`config.mk`:
```
export PLATFORM = sky130hd
export DESIGN_NAME = mario_anim_ctrl
export DESIGN_NICKNAME = d
export VERILOG_FILES = /design/src/rtl/mario_anim_ctrl.sv
export SDC_FILE = /design/constraint.sdc
export NUM_CORES = 1
export LEC_CHECK = 0
export ABC_AREA = 1
export CORE_MARGIN = 2
export CORE_UTILIZATION = 25
export DETAILED_ROUTE_END_ITERATION = 10
export RECOVER_POWER = 25
export SLEW_MARGIN = 20
export SYNTH_ARGS = -nofsm -noshare
export SYNTH_HDL_FRONTEND = slang
export SYNTH_SLANG_ARGS = --single-unit
```
`constraint.sdc`:
```
create_clock -name Clk -period 3.4 [get_ports Clk]
set_clock_uncertainty 0.2 [all_clocks]
set_input_delay 0.34 -clock Clk [delete_from_list [all_inputs] [get_ports Clk]]
set_output_delay 0.34 -clock Clk [all_outputs]
set_load 0.02 [all_outputs]
```
`src/rtl/mario_anim_ctrl.sv`:
```
// Purpose : per-frame player sprite animation sequencer (stand/walk/skid/jump, walk cadence, facing).
// Latency : state and outputs update 2 Clk edges after a frame_clk rising edge (sync + register).
// Backpr. : none; free-running, consumes one frame tick per frame_clk rising edge.
//
// Ports:
//   Clk, Reset          - system clock, synchronous active-high reset
//   frame_clk           - vsync-rate strobe, asynchronous to Clk
//   keycode, on_ground  - keyboard code and physics grounded flag, sampled on frame ticks
//   frame_idx/base_addr - selected sprite frame (0..5) and its ROM base {frame_idx, 8'h00}
//   mirror              - 1 = draw horizontally mirrored (facing left, or turn pose in skid)
//   anim_state          - 0 STAND, 1 WALK, 2 SKID, 3 JUMP
//   jump_start          - one-Clk pulse when a jump is launched
module mario_anim_ctrl #(
   parameter logic [7:0] KEY_RIGHT  = 8'h07,
   parameter logic [7:0] KEY_LEFT   = 8'h04,
   parameter logic [7:0] KEY_JUMP   = 8'h1A,
   parameter int         WALK_DIV   = 6,
   parameter int         SKID_TICKS = 8
) (
   input  logic        Clk,
   input  logic        Reset,
   input  logic        frame_clk,
   input  logic [7:0]  keycode,
   input  logic        on_ground,
   output logic [2:0]  frame_idx,
   output logic [10:0] base_addr,
   output logic        mirror,
   output logic [1:0]  anim_state,
   output logic        jump_start
);

   localparam int CW = (WALK_DIV > 1) ? $clog2(WALK_DIV) : 1;
   localparam int SW = (SKID_TICKS > 1) ? $clog2(SKID_TICKS) : 1;
   localparam logic [CW-1:0] CAD_LAST  = CW'(WALK_DIV - 1);
   localparam logic [SW-1:0] SKID_LAST = SW'(SKID_TICKS - 1);

   typedef enum logic [1:0] {
      ST_STAND = 2'd0,
      ST_WALK  = 2'd1,
      ST_SKID  = 2'd2,
      ST_JUMP  = 2'd3
   } state_t;

   // frame_clk synchroniser / edge detector
   logic fc1, fc2;
   logic tick;
   assign tick = fc1 & ~fc2;

   logic key_right, key_left, key_jump;
   assign key_right = (keycode == KEY_RIGHT);
   assign key_left  = (keycode == KEY_LEFT);
   assign key_jump  = (keycode == KEY_JUMP);

   // facing: 0 = right, 1 = left
   state_t         state_q, state_d;
   logic           facing_q, facing_d;
   logic [CW-1:0]  cad_q, cad_d;
   logic [1:0]     phase_q, phase_d;
   logic [SW-1:0]  skid_q, skid_d;
   logic           air_seen_q, air_seen_d;
   logic           jump_armed_q, jump_armed_d;
   logic [1:0]     jump_cnt_q, jump_cnt_d;
   logic           launch;
   logic [2:0]     frame_d;
   logic           mirror_d;

   always_comb begin
      state_d      = state_q;
      facing_d     = facing_q;
      cad_d        = cad_q;
      phase_d      = phase_q;
      skid_d       = skid_q;
      air_seen_d   = air_seen_q;
      jump_armed_d = jump_armed_q;
      jump_cnt_d   = jump_cnt_q;
      launch       = 1'b0;

      if (tick) begin
         // Re-arm only once the jump key has been seen released on a tick.
         if (!key_jump)
            jump_armed_d = 1'b1;

         if (state_q != ST_JUMP) begin
            if (key_jump && jump_armed_q && on_ground) begin
               launch       = 1'b1;
               state_d      = ST_JUMP;
               air_seen_d   = 1'b0;
               jump_cnt_d   = 2'd0;
               jump_armed_d = 1'b0;
            end else if (!on_ground) begin
               // Walked off a ledge: airborne without a launch pulse.
               state_d    = ST_JUMP;
               air_seen_d = 1'b0;
               jump_cnt_d = 2'd0;
            end else begin
               case (state_q)
                  ST_STAND: begin
                     if (key_right || key_left) begin
                        facing_d = key_left;
                        state_d  = ST_WALK;
                        phase_d  = 2'd0;
                        cad_d    = '0;
                     end
                  end
                  ST_WALK: begin
                     if (!key_right && !key_left) begin
                        state_d = ST_STAND;
                     end else if (key_left != facing_q) begin
                        state_d = ST_SKID;
                        skid_d  = '0;
                     end else if (cad_q == CAD_LAST) begin
                        cad_d   = '0;
                        phase_d = (phase_q == 2'd2) ? 2'd0 : phase_q + 2'd1;
                     end else begin
                        cad_d = cad_q + CW'(1);
                     end
                  end
                  ST_SKID: begin
                     if (!key_right && !key_left) begin
                        state_d = ST_STAND;
                     end else if (key_left == facing_q) begin
                        state_d = ST_WALK;
                        phase_d = 2'd0;
                        cad_d   = '0;
                     end else if (skid_q == SKID_LAST) begin
                        facing_d = ~facing_q;
                        state_d  = ST_WALK;
                        phase_d  = 2'd0;
                        cad_d    = '0;
                     end else begin
                        skid_d = skid_q + SW'(1);
                     end
                  end
                  default: ;
               endcase
            end
         end else begin
            // Saturating tick count since entry; only the value 1 matters.
            if (jump_cnt_q != 2'd3)
               jump_cnt_d = jump_cnt_q + 2'd1;

            if (on_ground && air_seen_q) begin
               if (key_right || key_left) begin
                  facing_d = key_left;
                  state_d  = ST_WALK;
                  phase_d  = 2'd0;
                  cad_d    = '0;
               end else begin
                  state_d = ST_STAND;
               end
            end else if (on_ground && (jump_cnt_q == 2'd1)) begin
               // Never left the ground (blocked launch): give up the jump.
               state_d = ST_STAND;
            end else if (!on_ground) begin
               air_seen_d = 1'b1;
            end
         end
      end
   end

   // Output decode from next state so outputs register at the same edge as state.
   always_comb begin
      frame_d  = 3'd0;
      mirror_d = facing_d;
      case (state_d)
         ST_STAND: frame_d = 3'd0;
         ST_WALK:  frame_d = 3'd1 + {1'b0, phase_d};
         ST_JUMP:  frame_d = 3'd4;
         ST_SKID: begin
            frame_d  = 3'd5;
            mirror_d = ~facing_d;   // turn pose faces the new direction
         end
         default:  frame_d = 3'd0;
      endcase
   end

   always_ff @(posedge Clk) begin
      if (Reset) begin
         fc1          <= 1'b0;
         fc2          <= 1'b0;
         state_q      <= ST_STAND;
         facing_q     <= 1'b0;
         cad_q        <= '0;
         phase_q      <= 2'd0;
         skid_q       <= '0;
         air_seen_q   <= 1'b0;
         jump_armed_q <= 1'b1;
         jump_cnt_q   <= 2'd0;
         frame_idx    <= 3'd0;
         base_addr    <= 11'd0;
         mirror       <= 1'b0;
         anim_state   <= 2'd0;
         jump_start   <= 1'b0;
      end else begin
         fc1          <= frame_clk;
         fc2          <= fc1;
         state_q      <= state_d;
         facing_q     <= facing_d;
         cad_q        <= cad_d;
         phase_q      <= phase_d;
         skid_q       <= skid_d;
         air_seen_q   <= air_seen_d;
         jump_armed_q <= jump_armed_d;
         jump_cnt_q   <= jump_cnt_d;
         frame_idx    <= frame_d;
         base_addr    <= {frame_d, 8'h00};
         mirror       <= mirror_d;
         anim_state   <= state_d;
         jump_start   <= launch;
      end
   end

endmodule
```
==> results of run 1 <==
-- where the power goes --
part           total [W]  internal [W]  switching (W)
logic           0.000160     0.0000587       0.000102
clock network   0.000184      0.000103      0.0000807
registers       0.000277      0.000268     0.00000896
-- cell type report --
class	count	area share
multi-input combinational	188	0.530
tap	80	0.0498
timing repair buffer	22	0.107
clock buffer	4	0.0274
inverter	36	0.0673
sequential	22	0.219
-- state kept, by name (all words and copies together) (netlist names) --
register	count
jump_armed_q	1
phase_q	2
base_addr	3
skid_q	3
jump_cnt_q	2
fc2	1
jump_start	1
air_seen_q	1
cad_q	3
state_q	2
mirror	1
facing_q	1
fc1	1
-- layer usage --
layer  share of wire  global-route usage  vias up
met1            0.46               0.130      728
met3           0.038              0.0180        6
met4           0.015              0.0448        0
met5               0                   0        -
met2            0.49               0.185       40
li1                -                   -      837
-- cell families (layout without fill, tap and decap cells) --
kind of cell             after synthesis  after routing  synth area share
AO/OA/AOI/OAI                         40             40             0.134
XOR/XNOR                               1              1           0.00504
adder cells (fa/ha/maj)                9              9            0.0648
buffers and inverters                 54             62             0.150
flip-flops                            22             22             0.253
other                                  1              8           0.00216
AND/OR/NAND/NOR                      130            130             0.391
-- worst reg2reg max path, stage by stage, from the launching register on --
cell and delay (ns):
dfxtp_1 0.49, ha_1 0.41, clkinv_1 0.32, nand2_1 0.21
inv_1 0.09, a41oi_1 0.25, a21oi_1 0.08, ha_1 0.28
nor3b_1 0.13
-- worst paths after layout --
path	from	end	cells after the start
min	fc1	fc2	2
max reg2reg	state_q[0]	base_addr[9]	8
max	state_q[0]	base_addr[9]	8
min reg2reg	fc1	fc2	2
-- synth_stat cells --
cell      count  area share
nand2_1      50        0.11
nand2_2      10       0.036
nand2_4       6       0.039
buf_8         1      0.0086
buf_2         4       0.012
nor2_2        2      0.0072
nand4_1       4       0.014
o21ai_0      13       0.037
inv_2         5       0.011
nor2_8        1       0.012
nand3_1      20       0.058
a21oi_1      15       0.043
buf_4        11       0.048
o31ai_1       2      0.0086
o21ai_1       2      0.0058
conb_1        1      0.0022
o21a_1        1      0.0043
inv_1        29       0.063
nor3_1        5       0.014
nand4_4       1       0.012
or2_2         1      0.0036
nand3_2       2       0.012
a211oi_2      1      0.0072
clkinv_1      2      0.0043
nor2_1       24       0.052
a211oi_1      1      0.0043
ha_1          9       0.065
a41oi_1       1      0.0050
o221ai_1      1      0.0050
xor2_1        1      0.0050
clkbuf_1      2      0.0043
nor3b_1       1      0.0043
o211ai_1      3       0.013
dfxtp_1      22        0.25
nor2_4        3       0.019
-- metrics by stage --
stage | utilization | total power, W | cells | worst slack [ns] | cell area [um2]
floorplan | - | 0.000400 | 264 | 1.15 | 1760
global placement | 0.290 | 0.000444 | 348 | 0.757 | 1960
detailed placement | 0.290 | 0.000445 | 348 | 0.689 | 1960
CTS | 0.298 | 0.000631 | 352 | 0.863 | 2010
global route | 0.297 | 0.000660 | 352 | 0.621 | 2010
finish | 0.297 | 0.000621 | 352 | 0.812 | 2010
==> results.sh, run 1 <==
export IMPL_outcome="complete, no violations"
export IMPL_cp_num_buf_inv=2
export IMPL_p_leak_nw=0.919
export IMPL_cts_setup_buffers=0
export IMPL_cts_buffers=3
export IMPL_synth_cell_type_count=35
export IMPL_grt_max_degree=17
export IMPL_fp_coreArea_um2=6760
export IMPL_synth_cell_area_um2=1740
export IMPL_grt_pass1_wl_um=6560
export IMPL_worst_pin_slew_ns=0.791
export IMPL_cts_hold_buf=0
export IMPL_ys_ff_latch=22
export IMPL_holdWs_ns=0.279
export IMPL_crit_family="adder cells"
export IMPL_place_gp_congestion=0.890
export IMPL_final_nets=294
export IMPL_crit_arrival_ns=2.51
export IMPL_syn_avg_cell_area_um2=6.76
export IMPL_yosysSeqAreaShare=0.253
export IMPL_fin_tns_setup_ns=0
export IMPL_critical_path_class="flip-flop to flip-flop"
export IMPL_grt_pass1_vias=1489
export IMPL_start_kind="flip-flop"
export IMPL_postCtsResizedCells=0
export IMPL_max_slew_margin=0.473
export IMPL_crit_path_max_fanout=10
export IMPL_drc=0
export IMPL_clkSinkCount=22
export IMPL_root_buffer="clkbuf_8"
export IMPL_r2r_setup_slack_ns=0.81
export IMPL_ant_nets=0
export IMPL_rsz0062_at_grt="no"
export IMPL_cp_common_cell="ha_1"
export IMPL_final_fill_count=746
export IMPL_path_clk_slew_ns=0.08
export IMPL_fin_crit_sh=0.761
export IMPL_vdd_ir_drop_max_v=0.000104
export IMPL_multi_input_area_um2=1060
export IMPL_hold_class="flip-flop to flip-flop"
export IMPL_clock_tree_buffer_depth=2
export IMPL_cp_end_kind="flip-flop"
export IMPL_die_area_um2=7630
export IMPL_slowest_stage="dfxtp_1"
export IMPL_gr_total_overflow=0
export IMPL_vias=1611
export IMPL_wl_per_cell_um=10.9
export IMPL_setup_viol_count_final=0
export IMPL_final_cell_mix="nand2_1, inv_1, nor2_1"
export IMPL_drive_above_1_share=0.132
export IMPL_cts_tree="done"
export IMPL_dieWidth_um=87.4
export IMPL_finalCriticalPeriod_ns=2.59
export IMPL_antenna_cells=0
export IMPL_yosys_warnings=0
export IMPL_regArea_um2=440
export IMPL_area_growth_syn_to_layout_pct=15.6
export IMPL_cp_slowest_stage_delay_ns=0.49
export IMPL_place_hpwl_um=3100
export IMPL_row_count=30
export IMPL_final_common_cell="nand2_1"
export IMPL_die_y_um=87.4
export IMPL_hold_viol=0
export IMPL_netlist_instances=257
export IMPL_cp_required_ns=3.32
export IMPL_grtUsageTotal=0.107
export IMPL_drt_initial_drc_count=94
export IMPL_drv_cap=0
export IMPL_avgViaCountPerCell=4.58
export IMPL_clkLatencyLatePin_ns=0.26
export IMPL_timing_fmax_mhz=386
export IMPL_cts_htree_levels=1
export IMPL_initial_core_util=0.257
export IMPL_antenna_found_initial=0
export IMPL_drt_first_pass_iters=4
export IMPL_cp_cell_sequence="ha_1 > clkinv_1 > nand2_1 > inv_1 > a41oi_1 > a21oi_1 > ha_1 > nor3b_1"
export IMPL_slew_viol_final=0
export IMPL_port_buffers=21
export IMPL_drt_total_wl_um=3850
export IMPL_power_per_cell_area_nw_per_um2=309
export IMPL_ios=30
Power figures use the tool's default switching activity.
==> inputs of run 2 (changes only) <==
- clock period: 3.4 -> 2.6 ns (I/O delays scaled with it)
==> run 2 against run 1 <==
  * Sequential power is 31% higher
  * Total power is 44% higher
  * Non-clock buffer count is 6 higher
  * Critical path type unchanged
  * Largest power group unchanged
  * Highest routed layer unchanged
==> results.sh, run 2 (synthesis gave the netlist of run 1 again) <==
export IMPL_outcome="complete, no violations"
export IMPL_timing_fmax_mhz=432
export IMPL_die_area_um2=7630
export IMPL_gr_total_overflow=0
export IMPL_antenna_found_initial=0
export IMPL_cp_end_kind="flip-flop"
export IMPL_cp_num_buf_inv=2
export IMPL_ios=30
export IMPL_hold_viol=0
export IMPL_final_nets=300
export IMPL_grtUsageTotal=0.110
export IMPL_port_buffers=21
export IMPL_fin_crit_sh=0.891
export IMPL_grt_max_degree=14
export IMPL_cp_required_ns=2.54
export IMPL_design_power_total_w=0.000893
export IMPL_post_place_ws_ns=-0.00270
export IMPL_drc=0
export IMPL_cp_common_cell="ha_1"
export IMPL_fin_cells=358
export IMPL_clkSinkCount=22
export IMPL_vias=1593
export IMPL_drt_first_pass_iters=4
export IMPL_p_leak_nw=0.958
export IMPL_antenna_cells=0
export IMPL_fp_coreArea_um2=6760
export IMPL_drt_total_wl_um=3930
export IMPL_clkLatencyLatePin_ns=0.27
export IMPL_cts_tree="done"
export IMPL_start_kind="flip-flop"
export IMPL_wl_met3_um=157
export IMPL_rsz0062_at_grt="no"
export IMPL_drv_cap=0
export IMPL_ant_nets=0
export IMPL_routed_top_layer="met4"
export IMPL_place_hpwl_um=3210
export IMPL_crit_family="adder cells"
export IMPL_clock_tree_buffer_depth=2
export IMPL_dp_cells=354
export IMPL_final_fill_count=735
export IMPL_final_cell_mix="nand2_1, inv_1, nor2_1"
export IMPL_slowest_stage="dfxtp_1"
export IMPL_holdWs_ns=0.284
export IMPL_place_gp_congestion=0.910
export IMPL_vdd_ir_drop_max_v=0.000172
export IMPL_die_y_um=87.4
export IMPL_grt_pass1_vias=1467
export IMPL_crit_arrival_ns=2.26
export IMPL_path_clk_slew_ns=0.08
export IMPL_drive_above_1_share=0.155
export IMPL_row_count=30
export IMPL_initial_core_util=0.257
export IMPL_cp_slowest_stage_delay_ns=0.49
export IMPL_critical_path_class="flip-flop to flip-flop"
export IMPL_wl_per_cell_um=11.0
export IMPL_setup_viol_count_final=0
export IMPL_root_buffer="clkbuf_8"
export IMPL_cts_hold_buf=0
export IMPL_grt_pass1_wl_um=6660
export IMPL_setup_ws_ns=0.283
export IMPL_final_common_cell="nand2_1"
export IMPL_cts_setup_buffers=0
export IMPL_finalCriticalPeriod_ns=2.32
export IMPL_cts_buffers=3
export IMPL_cts_htree_levels=1
export IMPL_power_per_cell_area_nw_per_um2=431
export IMPL_drt_initial_drc_count=98
export IMPL_crit_path_max_fanout=8
export IMPL_met2_length_um=1870
export IMPL_fin_tns_setup_ns=0
export IMPL_avgViaCountPerCell=4.45
export IMPL_cp_cell_sequence="ha_1 > clkinv_1 > nand2_1 > inv_1 > a41oi_1 > a21oi_1 > ha_1 > nor3b_1"
export IMPL_dieWidth_um=87.4
export IMPL_area_growth_syn_to_layout_pct=19.3
export IMPL_reg_top3="base_addr x3, cad_q x3, skid_q x3"
export IMPL_hold_class="flip-flop to flip-flop"
export IMPL_met1Wirelength_um=1850
export IMPL_slew_viol_final=0
export IMPL_postCtsResizedCells=0
==> run 2: cell count changes in the layout (fill, tap and decap cells not counted) <==
| cell | change |
|---|---|
| clkbuf_8 | -1 |
| clkbuf_1 | -1 |
| buf_4 | +7 |
| bufinv_16 | +1 |
==> run 2: area by class of cell <==
cell class,instances,area (um2),share of cell area
repair buffers,28,263,0.127
well taps,80,100,0.0483
inverters,36,135,0.0652
flip-flops and latches,22,440,0.212
multi-input cells,188,1060,0.513
clock buffers,3,41.3,0.0199
clock inverters,1,30.0,0.0145
==> run 2: worst reg2reg max path: cells and delay by family, from the launching register on <==
family	cells	cell delay, ns
buffers and inverters	2	0.22
adders and majority gates	2	0.69
and+or+nand+nor	2	0.29
DFF	1	0.49
AOI/OAI and AO/OA	2	0.31
==> run 2: report_power, final <==
part / internal [W] / switching [W]
clock: 0.000206 / 0.000111
sequential: 0.000350 / 0.0000116
combinational: 0.0000826 / 0.000133
==> run 2: metrics by stage <==
stage,util,instance area (um2)
floorplan,-,1760
global placement,0.296,2000
detailed placement,0.296,2000
CTS,0.307,2070
global route,0.307,2070
finish,0.307,2070
==> run 2: final timing paths <==
path                            cells past startpoint  slack (ns)      endpoint        from
worst max-delay path                                8        0.28  base_addr[9]  state_q[0]
worst min-delay path                                2        0.28           fc2         fc1
worst max register to register                      8        0.28  base_addr[9]  state_q[0]
worst min register to register                      2        0.28           fc2         fc1
==> run 2: per-layer routing <==
layer	track usage	up-vias
li1	-	853
met1	0.139	701
met2	0.181	35
met3	0.0190	4
met4	0.0503	0
met5	0	-
